--- config.mk ---
export PLATFORM = sky130hd
export DESIGN_NAME = fmap_streamer4_flat
export DESIGN_NICKNAME = d
export VERILOG_FILES = /design/src/rtl/fmap_streamer4_if.sv /design/src/rtl/fmap_streamer4.sv /design/src/flat_wrapper.sv
export SDC_FILE = /design/constraint.sdc
export NUM_CORES = 1
export LEC_CHECK = 0
export ABC_AREA = 1
export CORE_ASPECT_RATIO = 0.6
export CORE_UTILIZATION = 46
export DETAILED_ROUTE_END_ITERATION = 10
export PLACE_DENSITY = 0.88
export SLEW_MARGIN = 20
export SYNTH_ARGS = -nofsm -noshare
export SYNTH_HDL_FRONTEND = slang
export SYNTH_SLANG_ARGS = --single-unit
export TNS_END_PERCENT = 1
--- constraint.sdc ---
create_clock -name clk -period 1.6 [get_ports clk]
set_input_delay 0.32 -clock clk [delete_from_list [all_inputs] [get_ports clk]]
set_output_delay 0.32 -clock clk [all_outputs]
set_load 0.03 [all_outputs]
--- src/rtl/fmap_streamer4_if.sv ---
// Buffer-read port and pixel-lane bundle for fmap_streamer4.
// pos_row/pos_col are present only when FMAP_STREAMER_POS_EN is defined.
interface fmap_streamer4_if #(
  parameter int BIT_WIDTH  = 8,
  parameter int ADDR_WIDTH = 8,
  parameter int MAP_SIZE   = 14
);
  localparam int PW = $clog2(MAP_SIZE);

  logic                        start;
  logic                        hold;
  logic                        rd_en;
  logic [ADDR_WIDTH-1:0]       rd_addr;
  logic signed [BIT_WIDTH-1:0] rd_data0, rd_data1, rd_data2, rd_data3;
  logic                        conv_clr;
  logic                        conv_en;
  logic signed [BIT_WIDTH-1:0] next0, next1, next2, next3;
  logic                        win_valid;
  logic                        busy;
  logic                        done;
`ifdef FMAP_STREAMER_POS_EN
  logic [PW-1:0]               pos_row;
  logic [PW-1:0]               pos_col;
`endif

  // master is the streamer; slave is the buffer/core/controller side
  modport master (
    input  start, hold, rd_data0, rd_data1, rd_data2, rd_data3,
    output rd_en, rd_addr, conv_clr, conv_en, next0, next1, next2, next3,
           win_valid, busy, done
`ifdef FMAP_STREAMER_POS_EN
    , output pos_row, pos_col
`endif
  );

  modport slave (
    output start, hold, rd_data0, rd_data1, rd_data2, rd_data3,
    input  rd_en, rd_addr, conv_clr, conv_en, next0, next1, next2, next3,
           win_valid, busy, done
`ifdef FMAP_STREAMER_POS_EN
    , input pos_row, pos_col
`endif
  );
endinterface

--- src/rtl/fmap_streamer4.sv ---
// Streams four MAP_SIZE x MAP_SIZE feature maps in raster order as four pixel lanes.
// Optional FMAP_STREAMER_POS_EN adds pos_row/pos_col outputs for the presented pixel.
module fmap_streamer4 #(
  parameter int BIT_WIDTH  = 8,
  parameter int MAP_SIZE   = 14,
  parameter int KERNEL     = 5,
  parameter int ADDR_WIDTH = 8
) (
  input  logic                clk,
  input  logic                rst,
  fmap_streamer4_if.master    bus
);
  localparam int CW = $clog2(MAP_SIZE);
  localparam logic [ADDR_WIDTH-1:0] LAST_IDX = ADDR_WIDTH'(MAP_SIZE*MAP_SIZE-1);
  localparam logic [CW-1:0]         LAST_COL = CW'(MAP_SIZE-1);
  localparam logic [CW-1:0]         WIN_MIN  = CW'(KERNEL-1);

  typedef enum logic [1:0] {IDLE, FETCH, DRAIN, DONE} state_t;

  state_t                state_reg;
  logic [ADDR_WIDTH-1:0] addr_reg;
  logic [CW-1:0]         row_reg, col_reg;
  logic                  drain_reg;
  logic                  conv_clr_reg, busy_reg, done_reg;
  logic                  rd_fire;

  // hold gates the strobe in the same cycle so no read is ever issued under backpressure
  assign rd_fire     = (state_reg == FETCH) && !bus.hold;
  assign bus.rd_en   = rd_fire;
  assign bus.rd_addr = addr_reg;
  assign bus.conv_clr = conv_clr_reg;
  assign bus.busy    = busy_reg;
  assign bus.done    = done_reg;

  always_ff @(posedge clk or negedge rst) begin
    if (!rst) begin
      state_reg    <= IDLE;
      addr_reg     <= '0;
      row_reg      <= '0;
      col_reg      <= '0;
      drain_reg    <= 1'b0;
      conv_clr_reg <= 1'b0;
      busy_reg     <= 1'b0;
      done_reg     <= 1'b0;
    end else begin
      conv_clr_reg <= 1'b0;
      done_reg     <= 1'b0;
      case (state_reg)
        IDLE: begin
          if (bus.start) begin
            state_reg    <= FETCH;
            addr_reg     <= '0;
            row_reg      <= '0;
            col_reg      <= '0;
            conv_clr_reg <= 1'b1;
            busy_reg     <= 1'b1;
          end
        end
        FETCH: begin
          if (!bus.hold) begin
            addr_reg <= addr_reg + ADDR_WIDTH'(1);
            if (col_reg == LAST_COL) begin
              col_reg <= '0;
              row_reg <= row_reg + CW'(1);
            end else begin
              col_reg <= col_reg + CW'(1);
            end
            if (addr_reg == LAST_IDX) begin
              state_reg <= DRAIN;
              drain_reg <= 1'b0;
            end
          end
        end
        DRAIN: begin
          // two cycles: buffer latency, then the lane register
          drain_reg <= 1'b1;
          if (drain_reg) begin
            state_reg <= DONE;
            busy_reg  <= 1'b0;
            done_reg  <= 1'b1;
          end
        end
        DONE:    state_reg <= IDLE;
        default: state_reg <= IDLE;
      endcase
    end
  end

  // Stage 1 travels alongside the returning buffer data
  logic          v1_reg;
  logic [CW-1:0] row1_reg, col1_reg;
  logic          conv_en_reg, win_valid_reg;

  always_ff @(posedge clk or negedge rst) begin
    if (!rst) begin
      v1_reg        <= 1'b0;
      row1_reg      <= '0;
      col1_reg      <= '0;
      conv_en_reg   <= 1'b0;
      win_valid_reg <= 1'b0;
    end else begin
      v1_reg        <= rd_fire;
      row1_reg      <= row_reg;
      col1_reg      <= col_reg;
      conv_en_reg   <= v1_reg;
      win_valid_reg <= v1_reg && (row1_reg >= WIN_MIN) && (col1_reg >= WIN_MIN);
    end
  end

  assign bus.conv_en   = conv_en_reg;
  assign bus.win_valid = win_valid_reg;

  logic signed [BIT_WIDTH-1:0] lane_in [4];
  assign lane_in[0] = bus.rd_data0;
  assign lane_in[1] = bus.rd_data1;
  assign lane_in[2] = bus.rd_data2;
  assign lane_in[3] = bus.rd_data3;

  for (genvar gi = 0; gi < 4; gi++) begin : g_lane
    logic signed [BIT_WIDTH-1:0] lane_reg;
    always_ff @(posedge clk or negedge rst) begin
      if (!rst)        lane_reg <= '0;
      else if (v1_reg) lane_reg <= lane_in[gi];
    end
  end

  assign bus.next0 = g_lane[0].lane_reg;
  assign bus.next1 = g_lane[1].lane_reg;
  assign bus.next2 = g_lane[2].lane_reg;
  assign bus.next3 = g_lane[3].lane_reg;

`ifdef FMAP_STREAMER_POS_EN
  logic [CW-1:0] pos_row_reg, pos_col_reg;
  always_ff @(posedge clk or negedge rst) begin
    if (!rst) begin
      pos_row_reg <= '0;
      pos_col_reg <= '0;
    end else if (v1_reg) begin
      pos_row_reg <= row1_reg;
      pos_col_reg <= col1_reg;
    end
  end
  assign bus.pos_row = pos_row_reg;
  assign bus.pos_col = pos_col_reg;
`endif
endmodule

--- src/flat_wrapper.sv ---
// flat-port wrapper written by rule: the top's interface ports become plain ports
module fmap_streamer4_flat 
#(
  parameter int BIT_WIDTH  = 8,
  parameter int MAP_SIZE   = 14,
  parameter int KERNEL     = 5,
  parameter int ADDR_WIDTH = 8
)
  (clk, rst, bus_start, bus_hold, bus_rd_data0, bus_rd_data1, bus_rd_data2, bus_rd_data3, bus_rd_en, bus_rd_addr, bus_conv_clr, bus_conv_en, bus_next0, bus_next1, bus_next2, bus_next3, bus_win_valid, bus_busy, bus_done);
  fmap_streamer4_if #(.BIT_WIDTH(BIT_WIDTH), .ADDR_WIDTH(ADDR_WIDTH), .MAP_SIZE(MAP_SIZE)) bus_i ();
  input  logic clk;
  input  logic rst;
  input wire logic [$bits(bus_i.start)-1:0] bus_start;
  input wire logic [$bits(bus_i.hold)-1:0] bus_hold;
  input wire logic [$bits(bus_i.rd_data0)-1:0] bus_rd_data0;
  input wire logic [$bits(bus_i.rd_data1)-1:0] bus_rd_data1;
  input wire logic [$bits(bus_i.rd_data2)-1:0] bus_rd_data2;
  input wire logic [$bits(bus_i.rd_data3)-1:0] bus_rd_data3;
  output wire logic [$bits(bus_i.rd_en)-1:0] bus_rd_en;
  output wire logic [$bits(bus_i.rd_addr)-1:0] bus_rd_addr;
  output wire logic [$bits(bus_i.conv_clr)-1:0] bus_conv_clr;
  output wire logic [$bits(bus_i.conv_en)-1:0] bus_conv_en;
  output wire logic [$bits(bus_i.next0)-1:0] bus_next0;
  output wire logic [$bits(bus_i.next1)-1:0] bus_next1;
  output wire logic [$bits(bus_i.next2)-1:0] bus_next2;
  output wire logic [$bits(bus_i.next3)-1:0] bus_next3;
  output wire logic [$bits(bus_i.win_valid)-1:0] bus_win_valid;
  output wire logic [$bits(bus_i.busy)-1:0] bus_busy;
  output wire logic [$bits(bus_i.done)-1:0] bus_done;
  assign bus_i.start = bus_start;
  assign bus_i.hold = bus_hold;
  assign bus_i.rd_data0 = bus_rd_data0;
  assign bus_i.rd_data1 = bus_rd_data1;
  assign bus_i.rd_data2 = bus_rd_data2;
  assign bus_i.rd_data3 = bus_rd_data3;
  assign bus_rd_en = bus_i.rd_en;
  assign bus_rd_addr = bus_i.rd_addr;
  assign bus_conv_clr = bus_i.conv_clr;
  assign bus_conv_en = bus_i.conv_en;
  assign bus_next0 = bus_i.next0;
  assign bus_next1 = bus_i.next1;
  assign bus_next2 = bus_i.next2;
  assign bus_next3 = bus_i.next3;
  assign bus_win_valid = bus_i.win_valid;
  assign bus_busy = bus_i.busy;
  assign bus_done = bus_i.done;
  fmap_streamer4 #(.BIT_WIDTH(BIT_WIDTH), .MAP_SIZE(MAP_SIZE), .KERNEL(KERNEL), .ADDR_WIDTH(ADDR_WIDTH)) u_core (.clk(clk), .rst(rst), .bus(bus_i));
endmodule
After elaboration in Yosys (flattened, before gate mapping)
Cells that the tools add are included.
- register bits: 65
- input port bits: 36
- output and inout bits: 46
- add/subtract/negate cells: 3
- order comparisons: 2
- equal/unequal tests: 10
- mux-type cells: 25
- reductions and logical operators: 13
- operators by type and width (operator ; number):
    two-way mux 4 bit ; 5
    two-way mux 8 bit ; 2
    one-hot mux 4 bit (2 select lines) ; 2
    one-hot mux 8 bit (2 select lines) ; 1
    AND reduction 3 bit ; 3
    adder 4 x 1 -> 4 bit, second input constant ; 2
    adder 8 x 1 -> 8 bit, second input constant ; 1
    == test 8 bit, second input constant ; 1
    greater-or-equal comparator 4 x 3 -> 1 bit, second input constant ; 2
    two-way mux 1 bit ; 8
    two-way mux 2 bit ; 4
    != test 2 bit, second input constant ; 4
    one-hot mux 2 bit (4 select lines) ; 1
    AND reduction 4 bit ; 2
    nonzero test 2 bit ; 3
    == test 2 bit, second input constant ; 2
    == test 4 bit, second input constant ; 1
    one-hot mux 1 bit (2 select lines) ; 2
    logical AND 1 bit ; 3
    == test 2 x 1 -> 1 bit, second input constant ; 1
    zero test 2 bit ; 1
    != test 2 x 1 -> 1 bit, second input constant ; 1
    zero test 1 bit ; 1

Longest topological paths before layout
- depth after elaboration: 4
- depth in mapped cells: 9
- depth with buffers taken out: 9

Worst setup path after synthesis
Ideal clock, no wire load.
- kind: register to register
- start point: register u_core.state_reg[1]
- end point: register u_core.row_reg[2]
- library setup time: 0.118 ns
- data arrival time: 1.355 ns
- data required time: 1.482 ns
- path slack: 0.128 ns
- stages on the path, launching flop included: 10
- buffers on the path: 0
- period minus slack after synthesis: 1.472 ns
- cells stage by stage: dfrtp_1 > inv_1 > ha_1 > inv_2 > nor2_4 > nand2_2 > nand2_4 > nand2_4 > nand2_1 > o21ai_2
- cells in the longest elaborated chain, start to end: 3
- elaborated cells between the ends (all ways): 8
- those cells by class: 4 x eq/ne; 1 x mux; 3 x reduce/logical
- RTL lines (what ; line ; RTL):
    start, declared ; fmap_streamer4.sv:20 ; state_t state_reg;
    start signal, assigned ; fmap_streamer4.sv:37 ; state_reg <= IDLE;
    start signal, assigned ; fmap_streamer4.sv:51 ; state_reg <= FETCH;
    start signal, assigned ; fmap_streamer4.sv:69 ; state_reg <= DRAIN;
    == test 2 x 1 -> 1 bit / zero test 2 bit (equally long branches) ; fmap_streamer4.sv:48 ; case (state_reg)
    != test 2 bit (no source line) / nonzero test 2 bit (equally long branches) ; n/a ;
    AND reduction 4 bit (no source line) ; n/a ;
    end signal, assigned ; fmap_streamer4.sv:64 ; row_reg <= row_reg + CW'(1);
    end, declared ; fmap_streamer4.sv:22 ; logic [CW-1:0] row_reg, col_reg;
Several ways; a longest one is shown, not always the timed one.
A chain may end at the register's enable or synchronous reset.

Worst setup path in the final report
- start point: register u_core.state_reg[1]
- end point: output port bus_rd_en
- cells in the longest elaborated chain, start to end: 2
- RTL lines (what ; line ; RTL):
    == test 2 x 1 -> 1 bit ; fmap_streamer4.sv:28 ; assign rd_fire = (state_reg == FETCH) && !bus.hold;
    logical AND 1 bit ; fmap_streamer4.sv:28 ;
    end, declared ; flat_wrapper.sv:19 ; output wire logic [$bits(bus_i.rd_en)-1:0] bus_rd_en;
No other way between the ends.

==> results.sh <==
export IMPL_post_dp_hpwl_microns=3880
export IMPL_drt_iter0_drc=61
export IMPL_grt_pass1_wl_microns=9400
export IMPL_synth_common_cells="61 x dfrtp_1, 54 x nand2_1, 32 x mux2_2"
export IMPL_synth_area_sq_um=2630
export IMPL_yosysMostFrequentCell="dfrtp_1"
export IMPL_syn_to_final_growth_pct=44.1
export IMPL_drtAntennaViolNets=0
export IMPL_initial_core_util_pct=49.8
export IMPL_viasPerCell=4.80
export IMPL_ys_ff_latch=61
export IMPL_avgSynthCellArea_sq_um=11.0
export IMPL_n_antenna_cell=0
export IMPL_setup_violations=1
export IMPL_vias=2011
export IMPL_cts_buffers=9
export IMPL_critical_path_class="flip-flop to output pin"
export IMPL_ios=82
export IMPL_fin_crit_sh_pct=103
export IMPL_rows=20
export IMPL_synthSimpleGateAreaFrac_pct=15.4
export IMPL_yosys_warnings=0
export IMPL_portBuffers=81
export IMPL_synth_distinct_cells=22
export IMPL_ys_flop_type="dfrtp_1"
export IMPL_clockBufferDepth=2
export IMPL_fin_skew_ns=0.00408
export IMPL_grt_max_degree=62
export IMPL_synth_fp_nets=281
export IMPL_chipWidth_microns=99.6
export IMPL_p_leak_nw=1.84
export IMPL_endpoint_kind="output pin"
export IMPL_coreArea_sq_um=5280
export IMPL_antenna_found_initial=0
export IMPL_cts_htree_levels=3
export IMPL_tns_ns=-0.0415
export IMPL_layout_nets=380
export IMPL_fin_ws_ns=-0.0415
export IMPL_place_area_sq_um=3570
export IMPL_dieArea_sq_um=6030
export IMPL_dr_pass1_iters=4
export IMPL_worstPathArrival_ns=1.32
export IMPL_yosys_area_top_type_share_pct=58.1
export IMPL_seq_area_frac_synth_pct=58.1
export IMPL_synth_compound_area_share_pct=4.14
export IMPL_holdWs_ns=0.457
export IMPL_grt_pass1_vias=1932
export IMPL_clock_sinks=61
export IMPL_tightestPinTransition_ns=0.337
export IMPL_hold_viol=0
export IMPL_grt_util_all_layers_pct=21.5
export IMPL_synth_top_family_by_area="simple AND/OR/NAND/NOR gates"
export IMPL_cts_root_buffer="clkbuf_8"
export IMPL_drc=0
export IMPL_synth_edf_count=0
export IMPL_design_area_sq_um=3790
export IMPL_ir_worst_vdd_v=0.00117
export IMPL_routedWlPerCell_microns=13.3
export IMPL_clkTransAtPathRegs_ns=0.06
export IMPL_route_met2_wl_microns=2670
export IMPL_synth_area_mux_share_pct=13.7
export IMPL_drive_gt1_share_pct=21.6
export IMPL_cap_violations=0
export IMPL_cp_start_kind="flip-flop"
export IMPL_die_h_microns=60.6
export IMPL_synthXorXnorAreaFrac_pct=1.00
export IMPL_fmax_mhz=609
export IMPL_clk_latency_ns=0.34
export IMPL_violations="setup timing"
export IMPL_async_flop_share_pct=100
export IMPL_fin_crit_ns=1.64
export IMPL_status="finished, violations left"
export IMPL_synth_top_area_cell="dfrtp_1"
export IMPL_synthCells=238
export IMPL_routed_wl_microns=5580
export IMPL_final_max_slew_viol_count=0
export IMPL_dr_max_layer_used="met4"
export IMPL_min_path_type="flip-flop to flip-flop"
export IMPL_wl_met1_microns=2490
export IMPL_gp_congestion=0.902
export IMPL_relSlewSlack_pct=77.6
export IMPL_reg2reg_slack_ns=0.05
export IMPL_yosys_top_cells_area="dfrtp_1 58%, mux2_2 14%, nand2_1 7.7%"
export IMPL_crit_path_max_fanout=4
export IMPL_tritoncts="done"
export IMPL_dr_wl_met3_microns=341
export IMPL_utilization_pct=71.7
export IMPL_synth_fa_ha_area_share_pct=3.33
export IMPL_overflow=0
export IMPL_rsz0062_at_grt="yes"
export IMPL_power_density_nw_per_um2=1920
export IMPL_critPathRequiredTime_ns=1.28
[worst max-delay path: stages, from the launching register on]
cell and delay (ns):
dfrtp_1 0.42, inv_2 0.09, ha_4 0.15, inv_4 0.05, nor2_4 0.13, buf_6 0.15
[final cells by class]
class                           count  area [sq um]
Multi-Input combinational cell    150          1000
Sequential cell                    61          1530
Inverter                           21          81.3
Clock inverter                      4          72.6
Fill cell                         396          1490
Clock buffer                       12           135
Timing Repair Buffer               94           876
Tap cell                           77          96.3
[what timing repair did]
item                                    CTS  global route
gates resized for setup                  49             1
pin swaps                                 0             2
endpoints found under the setup margin   46             9
endpoints found under the hold margin    61             0
hold buffers                              1             0
buffers inserted                          0             5
[layer usage]
metal  vias up  GRT usage [%]
li1        993              -
met2        64           33.9
met4         0           6.72
met5         -              0
met3         8           9.56
met1       946           27.3
[layout by cell type, fill, tap and decap left out, types with 2 or more instances in the layout]
cell type and count:
nand3_1 13, dlygate4sd2_1 45, mux2_2 32, bufinv_16 2, nand2_4 2, inv_2 2, buf_4 10, o21ai_1 2
dfrtp_1 61, xor2_1 3, clkbuf_8 9, nor2_1 10, buf_12 2, o21ai_0 11, clkbuf_1 3, o21ai_2 3
ha_1 6, clkdlybuf4s50_1 34, nand4_1 5, inv_1 18, nand2_1 54, nand2_2 3
[metrics by stage]
stage          total power, W  worst slack (ns)  std cells
2_1_floorplan         0.00466             0.128        238
3_3_place_gp          0.00598            0.0911        397
3_5_place_dp          0.00609            0.0408        397
4_1_cts               0.00724           -0.0549        414
5_1_grt               0.00774            -0.111        419
6_report              0.00728           -0.0415        419
[where the power goes]
group	switching (W)	internal [W]	leakage, nW
sequential	0.000329	0.00211	0.766
combinational	0.00206	0.00134	0.974
clock	0.000562	0.000876	0.101
total	0.00295	0.00433	1.84
[cell families after synthesis]
logic type / count (synthesis)
AND/OR/NAND/NOR: 90
AO/OA/AOI/OAI: 18
XOR/XNOR: 3
buffers and inverters: 27
multiplexers: 32
adder cells (fa/ha/maj): 7
flip-flops: 61
[worst paths after layout]
| path | from | end | cells after the start |
|---|---|---|---|
| min reg2reg | u_core.row_reg[3] | u_core.row1_reg[3] | 0 |
| min | u_core.row_reg[3] | u_core.row1_reg[3] | 0 |
| min in group asynchronous | rst | u_core.bus.next3[4] | 3 |
| max | u_core.state_reg[1] | bus_rd_en | 5 |
| max in group asynchronous | rst | u_core.bus.next3[1] | 3 |
| max reg2reg | u_core.state_reg[0] | u_core.bus.rd_addr[0] | 7 |
Note: power is estimated with default switching activity, not from simulation.
